$ cat src/rtl/tape_centroid_tracker.sv
// ---------------------------------------------------------------------------
// tape_centroid_tracker
//
// Per-frame tape localiser fed by the yellow-pixel detector. Pixel
// coordinates are generated locally from the raster-order strobes. Hit count
// and coordinate sums are accumulated over a frame. The centroid is then
// computed with two parallel restoring dividers. One result per frame is
// offered on a valid/ready handshake.
//
// Ports:
//   clk, rst_n       clock, asynchronous active-low reset
//   pix_valid        pixel strobe; pix_sof/pix_eol/tape_hit sampled only when high
//   pix_sof          first pixel of a frame, coordinate (0,0)
//   pix_eol          last pixel of a line (authoritative for line length)
//   tape_hit         colour detector hit for this pixel
//   out_valid        result available (held until accepted)
//   out_ready        consumer accepts the result
//   out_found        hit count >= MIN_PIXELS
//   out_x, out_y     floored centroid, 0 when not found
//   out_count        saturating hit count
//   busy             accumulating or dividing
//   frame_err        one-cycle pulse on a framing violation
// ---------------------------------------------------------------------------
module tape_centroid_tracker #(
    parameter  int unsigned IMG_W      = 640,
    parameter  int unsigned IMG_H      = 480,
    parameter  int unsigned COORD_W    = 10,
    parameter  int unsigned MIN_PIXELS = 64,
    localparam int unsigned CNT_W      = $clog2(IMG_W * IMG_H + 1),
    localparam int unsigned SUM_W      = COORD_W + CNT_W
) (
    input  logic               clk,
    input  logic               rst_n,
    input  logic               pix_valid,
    input  logic               pix_sof,
    input  logic               pix_eol,
    input  logic               tape_hit,
    output logic               out_valid,
    input  logic               out_ready,
    output logic               out_found,
    output logic [COORD_W-1:0] out_x,
    output logic [COORD_W-1:0] out_y,
    output logic [CNT_W-1:0]   out_count,
    output logic               busy,
    output logic               frame_err
);

    localparam int unsigned        DCNT_W    = $clog2(SUM_W + 1);
    localparam logic [COORD_W-1:0] X_LIM     = COORD_W'(IMG_W);
    localparam logic [COORD_W-1:0] Y_LAST    = COORD_W'(IMG_H - 1);
    localparam logic [CNT_W-1:0]   MIN_CNT   = CNT_W'(MIN_PIXELS);
    localparam logic [DCNT_W-1:0]  DIV_STEPS = DCNT_W'(SUM_W);

    typedef enum logic [1:0] {
        S_IDLE,
        S_ACCUM,
        S_DIVIDE,
        S_HOLD
    } state_e;

    state_e              state_q;
    logic [COORD_W-1:0]  x_q, y_q;
    logic [CNT_W-1:0]    count_q;
    logic [SUM_W-1:0]    sum_x_q, sum_y_q;
    logic                div_en_q;
    logic [DCNT_W-1:0]   div_cnt_q;
    logic [SUM_W-1:0]    dvd_x_q, dvd_y_q;
    logic [CNT_W-1:0]    rem_x_q, rem_y_q;

    logic                out_valid_q, out_found_q, busy_q, frame_err_q;
    logic [COORD_W-1:0]  out_x_q, out_y_q;
    logic [CNT_W-1:0]    out_count_q;

    // Accumulator next-state for the pixel currently presented.
    logic [COORD_W-1:0]  cur_x, cur_y;
    logic [CNT_W-1:0]    base_count;
    logic [SUM_W-1:0]    base_sx, base_sy;
    logic [CNT_W-1:0]    count_d;
    logic [SUM_W-1:0]    sum_x_d, sum_y_d;
    logic [COORD_W-1:0]  x_d, y_d;
    logic                eof_d, found_d;

    // A sof pixel is treated as sitting at (0,0) on top of cleared
    // accumulators, so IDLE start and mid-frame restart share one path.
    always_comb begin
        cur_x      = pix_sof ? '0 : x_q;
        cur_y      = pix_sof ? '0 : y_q;
        base_count = pix_sof ? '0 : count_q;
        base_sx    = pix_sof ? '0 : sum_x_q;
        base_sy    = pix_sof ? '0 : sum_y_q;

        count_d = base_count;
        sum_x_d = base_sx;
        sum_y_d = base_sy;
        if (tape_hit && (cur_x < X_LIM)) begin
            if (base_count != '1) begin
                count_d = base_count + 1'b1;
            end
            sum_x_d = base_sx + SUM_W'(cur_x);
            sum_y_d = base_sy + SUM_W'(cur_y);
        end

        if (pix_eol) begin
            x_d = '0;
            y_d = cur_y + 1'b1;
        end else begin
            x_d = (cur_x == X_LIM) ? X_LIM : cur_x + 1'b1;
            y_d = cur_y;
        end

        eof_d   = pix_eol && (cur_y == Y_LAST);
        found_d = (count_d >= MIN_CNT);
    end

    // One restoring-division step per cycle for each axis. The remainder is
    // always below the divisor, so the subtraction fits in CNT_W bits.
    logic [CNT_W:0]     rem_sh_x, rem_sh_y;
    logic               ge_x, ge_y;
    logic [CNT_W-1:0]   rem_x_d, rem_y_d;
    logic [SUM_W-1:0]   dvd_x_d, dvd_y_d;

    always_comb begin
        rem_sh_x = {rem_x_q, dvd_x_q[SUM_W-1]};
        rem_sh_y = {rem_y_q, dvd_y_q[SUM_W-1]};
        ge_x     = (rem_sh_x >= {1'b0, count_q});
        ge_y     = (rem_sh_y >= {1'b0, count_q});
        rem_x_d  = ge_x ? (rem_sh_x[CNT_W-1:0] - count_q) : rem_sh_x[CNT_W-1:0];
        rem_y_d  = ge_y ? (rem_sh_y[CNT_W-1:0] - count_q) : rem_sh_y[CNT_W-1:0];
        dvd_x_d  = {dvd_x_q[SUM_W-2:0], ge_x};
        dvd_y_d  = {dvd_y_q[SUM_W-2:0], ge_y};
    end

    always_ff @(posedge clk or negedge rst_n) begin
        if (!rst_n) begin
            state_q     <= S_IDLE;
            x_q         <= '0;
            y_q         <= '0;
            count_q     <= '0;
            sum_x_q     <= '0;
            sum_y_q     <= '0;
            div_en_q    <= 1'b0;
            div_cnt_q   <= '0;
            dvd_x_q     <= '0;
            dvd_y_q     <= '0;
            rem_x_q     <= '0;
            rem_y_q     <= '0;
            out_valid_q <= 1'b0;
            out_found_q <= 1'b0;
            out_x_q     <= '0;
            out_y_q     <= '0;
            out_count_q <= '0;
            busy_q      <= 1'b0;
            frame_err_q <= 1'b0;
        end else begin
            frame_err_q <= 1'b0;
            case (state_q)
                S_IDLE, S_ACCUM: begin
                    if (pix_valid && (pix_sof || (state_q == S_ACCUM))) begin
                        if ((state_q == S_ACCUM) && pix_sof) begin
                            frame_err_q <= 1'b1;
                        end
                        x_q     <= x_d;
                        y_q     <= y_d;
                        count_q <= count_d;
                        sum_x_q <= sum_x_d;
                        sum_y_q <= sum_y_d;
                        busy_q  <= 1'b1;
                        if (eof_d) begin
                            // Both outcomes pass through DIVIDE: a not-found
                            // frame spends a single cycle there, which gives
                            // the one-cycle result latency.
                            state_q   <= S_DIVIDE;
                            div_en_q  <= found_d;
                            div_cnt_q <= '0;
                            dvd_x_q   <= sum_x_d;
                            dvd_y_q   <= sum_y_d;
                            rem_x_q   <= '0;
                            rem_y_q   <= '0;
                        end else begin
                            state_q <= S_ACCUM;
                        end
                    end
                end
                S_DIVIDE: begin
                    if (pix_valid && pix_sof) begin
                        frame_err_q <= 1'b1;
                    end
                    if (!div_en_q || (div_cnt_q == DIV_STEPS)) begin
                        state_q     <= S_HOLD;
                        busy_q      <= 1'b0;
                        out_valid_q <= 1'b1;
                        out_found_q <= div_en_q;
                        out_x_q     <= div_en_q ? dvd_x_q[COORD_W-1:0] : '0;
                        out_y_q     <= div_en_q ? dvd_y_q[COORD_W-1:0] : '0;
                        out_count_q <= count_q;
                    end else begin
                        dvd_x_q   <= dvd_x_d;
                        dvd_y_q   <= dvd_y_d;
                        rem_x_q   <= rem_x_d;
                        rem_y_q   <= rem_y_d;
                        div_cnt_q <= div_cnt_q + 1'b1;
                    end
                end
                S_HOLD: begin
                    if (pix_valid && pix_sof) begin
                        frame_err_q <= 1'b1;
                    end
                    if (out_ready) begin
                        out_valid_q <= 1'b0;
                        state_q     <= S_IDLE;
                    end
                end
                default: state_q <= S_IDLE;
            endcase
        end
    end

    assign out_valid = out_valid_q;
    assign out_found = out_found_q;
    assign out_x     = out_x_q;
    assign out_y     = out_y_q;
    assign out_count = out_count_q;
    assign busy      = busy_q;
    assign frame_err = frame_err_q;

endmodule

$ cat config.mk
export PLATFORM = sky130hd
export DESIGN_NAME = tape_centroid_tracker
export DESIGN_NICKNAME = d
export VERILOG_FILES = /design/src/rtl/tape_centroid_tracker.sv
export SDC_FILE = /design/constraint.sdc
export NUM_CORES = 1
export LEC_CHECK = 0
export BUFFER_PORTS_ARGS = -buffer_cell sky130_fd_sc_hd__buf_2
export CORE_ASPECT_RATIO = 1.1
export CORE_MARGIN = 2
export CORE_UTILIZATION = 45
export DETAILED_ROUTE_END_ITERATION = 6
export PLACE_DENSITY = 0.61
export SYNTH_ARGS = -nofsm -noshare
export SYNTH_HDL_FRONTEND = slang
export SYNTH_SLANG_ARGS = --single-unit
$ cat constraint.sdc
create_clock -name clk -period 3.3 [get_ports clk]
set_clock_uncertainty 0.05 [all_clocks]
set_input_delay 0.495 -clock clk [delete_from_list [all_inputs] [get_ports clk]]
set_output_delay 0.495 -clock clk [all_outputs]
set_load 0.005 [all_outputs]
==> run metrics <==
max-slew violation count 0; global routing met2 resource utilization 0.399; post-CTS setup buffers 0; Routed WL 40.4 mm; Post-DP Area 16,300 um2; asr flop ratio synth 1.00; Crit. Startpoint count_q[0]; Core Rows 70; worst r2r path cells 11; hpwl dp 28.5 mm; initial antenna violation count 1; Pwr per Cell Area 483 nW/um2; clk sinks 244; All-Layer GR Usage 0.234; Startpoint Class register; total negative slack 0 ns; hold path start out_ready; post-layout minimum cycle time 3.15 ns; Fmax 318 MHz; first-pass GRT wire length 66.7 mm; fin crit share 0.954; worst r2r src count_q[0]; # fillers 3,085; io pins 50; die span in y 197 um; syn nets 1,785; clock slew at reported path FFs 0.06 ns; synthesis warning total 0; vias in the first global route 12,600; register area share after synthesis 0.402; Root Buffer clkbuf_16; Clk pwr share 0.393; cell total after placement 2,168; Via Count 12,900; post-CTS resize count 0; combinational fraction of design power 0.218; layout cell share with drive strength beyond 1 0.131; Hold Path Stages 4; Core Area 33,300 um2; post-synth top area cell dfrtp_1; most common library cells after synthesis 249 x nand2_1, 244 x dfrtp_1, 112 x nor2_1; Worst Tran Pin Value 1.04 ns; H-tree Lvls 1; Cells after Synth 1,710; final non-filler cell area 17,300 um2; Int Pwr 5820 uW; Setup CP Type register to register; met3 Use GR 0.0239; non-filler cells, final 2,222; P_sw 2530 uW; number of port buffers 49; Reg power frac 0.388; Worst Hold End state_q[1]; Starting Density 0.456; top post-synthesis cells by area dfrtp_1 40%, nand2_1 6.2%, ha_1 5.3%, mux2i_1 4.1%, o21ai_0 3.6%; element type at the critical path end register; pin count of the biggest net entering global routing 78; Sw Share 0.303; post-synth top area share 0.402; CTS max path bufs 3; RR Endpoint rem_x_q[12]; die area 35,200 um2; grt peak-use layer met2; remaining antenna violation count 0; endpoints failing hold 0; peak supply drop 0.359 mV; net total in the final layout 1,842; Post-Syn Area 15,200 um2; Static Leak 0.00743 uW; unrepaired setup endpoints after global routing false; drt wl/cell 18.2 um; drt initial violations 1,001; DR vias/cell 5.79; Syn Area/Cell 8.88 um2; grt total ovfl 0; CTS tree done; Yosys cell types 100; #FFs+latches synth 244; Skew-Pair Late Insertion Delay 0.55 ns; CP Max Fanout 19; met1 Usage GRT 0.319; Post-synth EDFFs 0; Top FF cell, synth dfrtp_1; CTS Buf Count 28; most numerous cell in the Yosys netlist nand2_1; Crit path arrival time 3.54 ns; Setup-failing EPs final 0; hold crit path type input pin to register; CP required 3.70 ns; Die Wd 179 um; max cap viols 0; post-layout util 0.520; total power 8350 uW; # DRC 0; run status completed; relative slew slack 0.304; Placer Congestion 0.883; DRT Pass-1 Iters 5; internal reg-to-reg setup slack 0.15 ns; area grow syn2layout 14.0%
routing by layer:
metal / routed length, um / up-vias / share of wire
met1: 18400 / 6269 / 0.45
met5: 0 / - / 0
met3: 1560 / 52 / 0.038
met2: 19800 / 256 / 0.49
li1: - / 6292 / -
met4: 760 / 0 / 0.019
final cells by class:
cell class | instances | area, um2 | area share
Clock buffer | 38 | 830 | 0.0479
Timing Repair Buffer | 123 | 953 | 0.0551
Tap cell | 432 | 541 | 0.0312
Antenna cell | 1 | 2.50 | 0.000145
Inverter | 50 | 190 | 0.0110
Multi-Input combinational cell | 1320 | 8530 | 0.493
Clock inverter | 14 | 155 | 0.00896
Sequential cell | 244 | 6110 | 0.353
power groups by stage:
stage                     sequential [uW]  combinational [uW]  clock, uW
after CTS                            3240                1820       3370
after global routing                 3260                2030       3480
after floorplan                      3250                1300          0
after detailed placement             3290                1810          0
final                                3250                1820       3290
after global placement               3290                1780          0
metrics by stage:
stage | hold WS, ns | worst slack, ns
global placement | 0.405 | 0.0683
floorplan | 0.149 | 0.0130
CTS | 0.168 | 0.149
finish | 0.186 | 0.153
global route | 0.206 | 0.0120
detailed placement | 0.415 | 0.0421
placed cells by master, fill, tap and decap left out, types with 9 or more instances in the layout:
cell type    n
mux2i_1     62
a22o_1      11
ha_1        63
nor3_2       9
xor2_1      25
nor3_1      35
o211ai_1     9
a21o_1      20
nand3_1     26
inv_1       48
o21a_1       9
nand4_1     15
buf_4       63
buf_12      11
o22ai_1     30
o21ai_0    108
nor2_1     112
nand2_1    248
nand2b_1    11
and3_1      13
nor2b_1     48
o21ai_1     93
a21oi_1     88
buf_2       47
o31ai_1      9
clkbuf_16   29
dfrtp_1    244
a22oi_1     32
xnor2_1     59
a32o_1      12
nor4_1       9
or3_1        9
critical path, stage by stage, from the launching register on:
cell	delay [ns]
dfrtp_1	0.41
ha_1	0.24
fa_1	0.42
nor2b_1	0.19
o2111ai_1	0.18
a21boi_2	0.21
o21a_1	0.18
o2111ai_1	0.22
a22oi_2	0.27
buf_12	0.21
nand2_2	0.21
o221ai_1	0.26
how the worst max path moves through the flow:
stage,endpoint,cells past startpoint,slack (ns)
floorplan,div_en_q,16,0.01
global placement,dvd_x_q[20],13,0.07
detailed placement,sum_x_q[14],13,0.04
CTS,rem_x_q[13],11,0.15
global route,rem_x_q[10],11,0.01
finish,rem_x_q[12],11,0.15
registers in the layout, indices dropped and copies added (netlist names), 2 cells and up:
name and flops:
count_q 19, out_y 10, out_count 19, state_q 2
sum_y_q 29, dvd_y_q 29, out_x 10, y_q 10
rem_y_q 19, x_q 10, sum_x_q 29, dvd_x_q 29
rem_x_q 19, div_cnt_q 5
what timing repair did:
item | in CTS | in global routing
hold buffers | 1 | 0
endpoints found under the setup margin | 0 | 3
hold endpoints to repair | 66 | 0
logic make-up (layout without fill, tap and decap cells):
logic type / Yosys count / count (layout) / synth area share
other: 0 / 1 / 0
AO/OA/AOI/OAI: 517 / 517 / 0.218
AND/OR/NAND/NOR: 586 / 586 / 0.191
buffers and inverters: 146 / 225 / 0.0400
XOR/XNOR: 84 / 84 / 0.0484
multiplexers: 65 / 65 / 0.0431
flip-flops: 244 / 244 / 0.402
adder cells (fa/ha/maj): 68 / 68 / 0.0580
No activity file was read; power rests on OpenSTA's default activity.
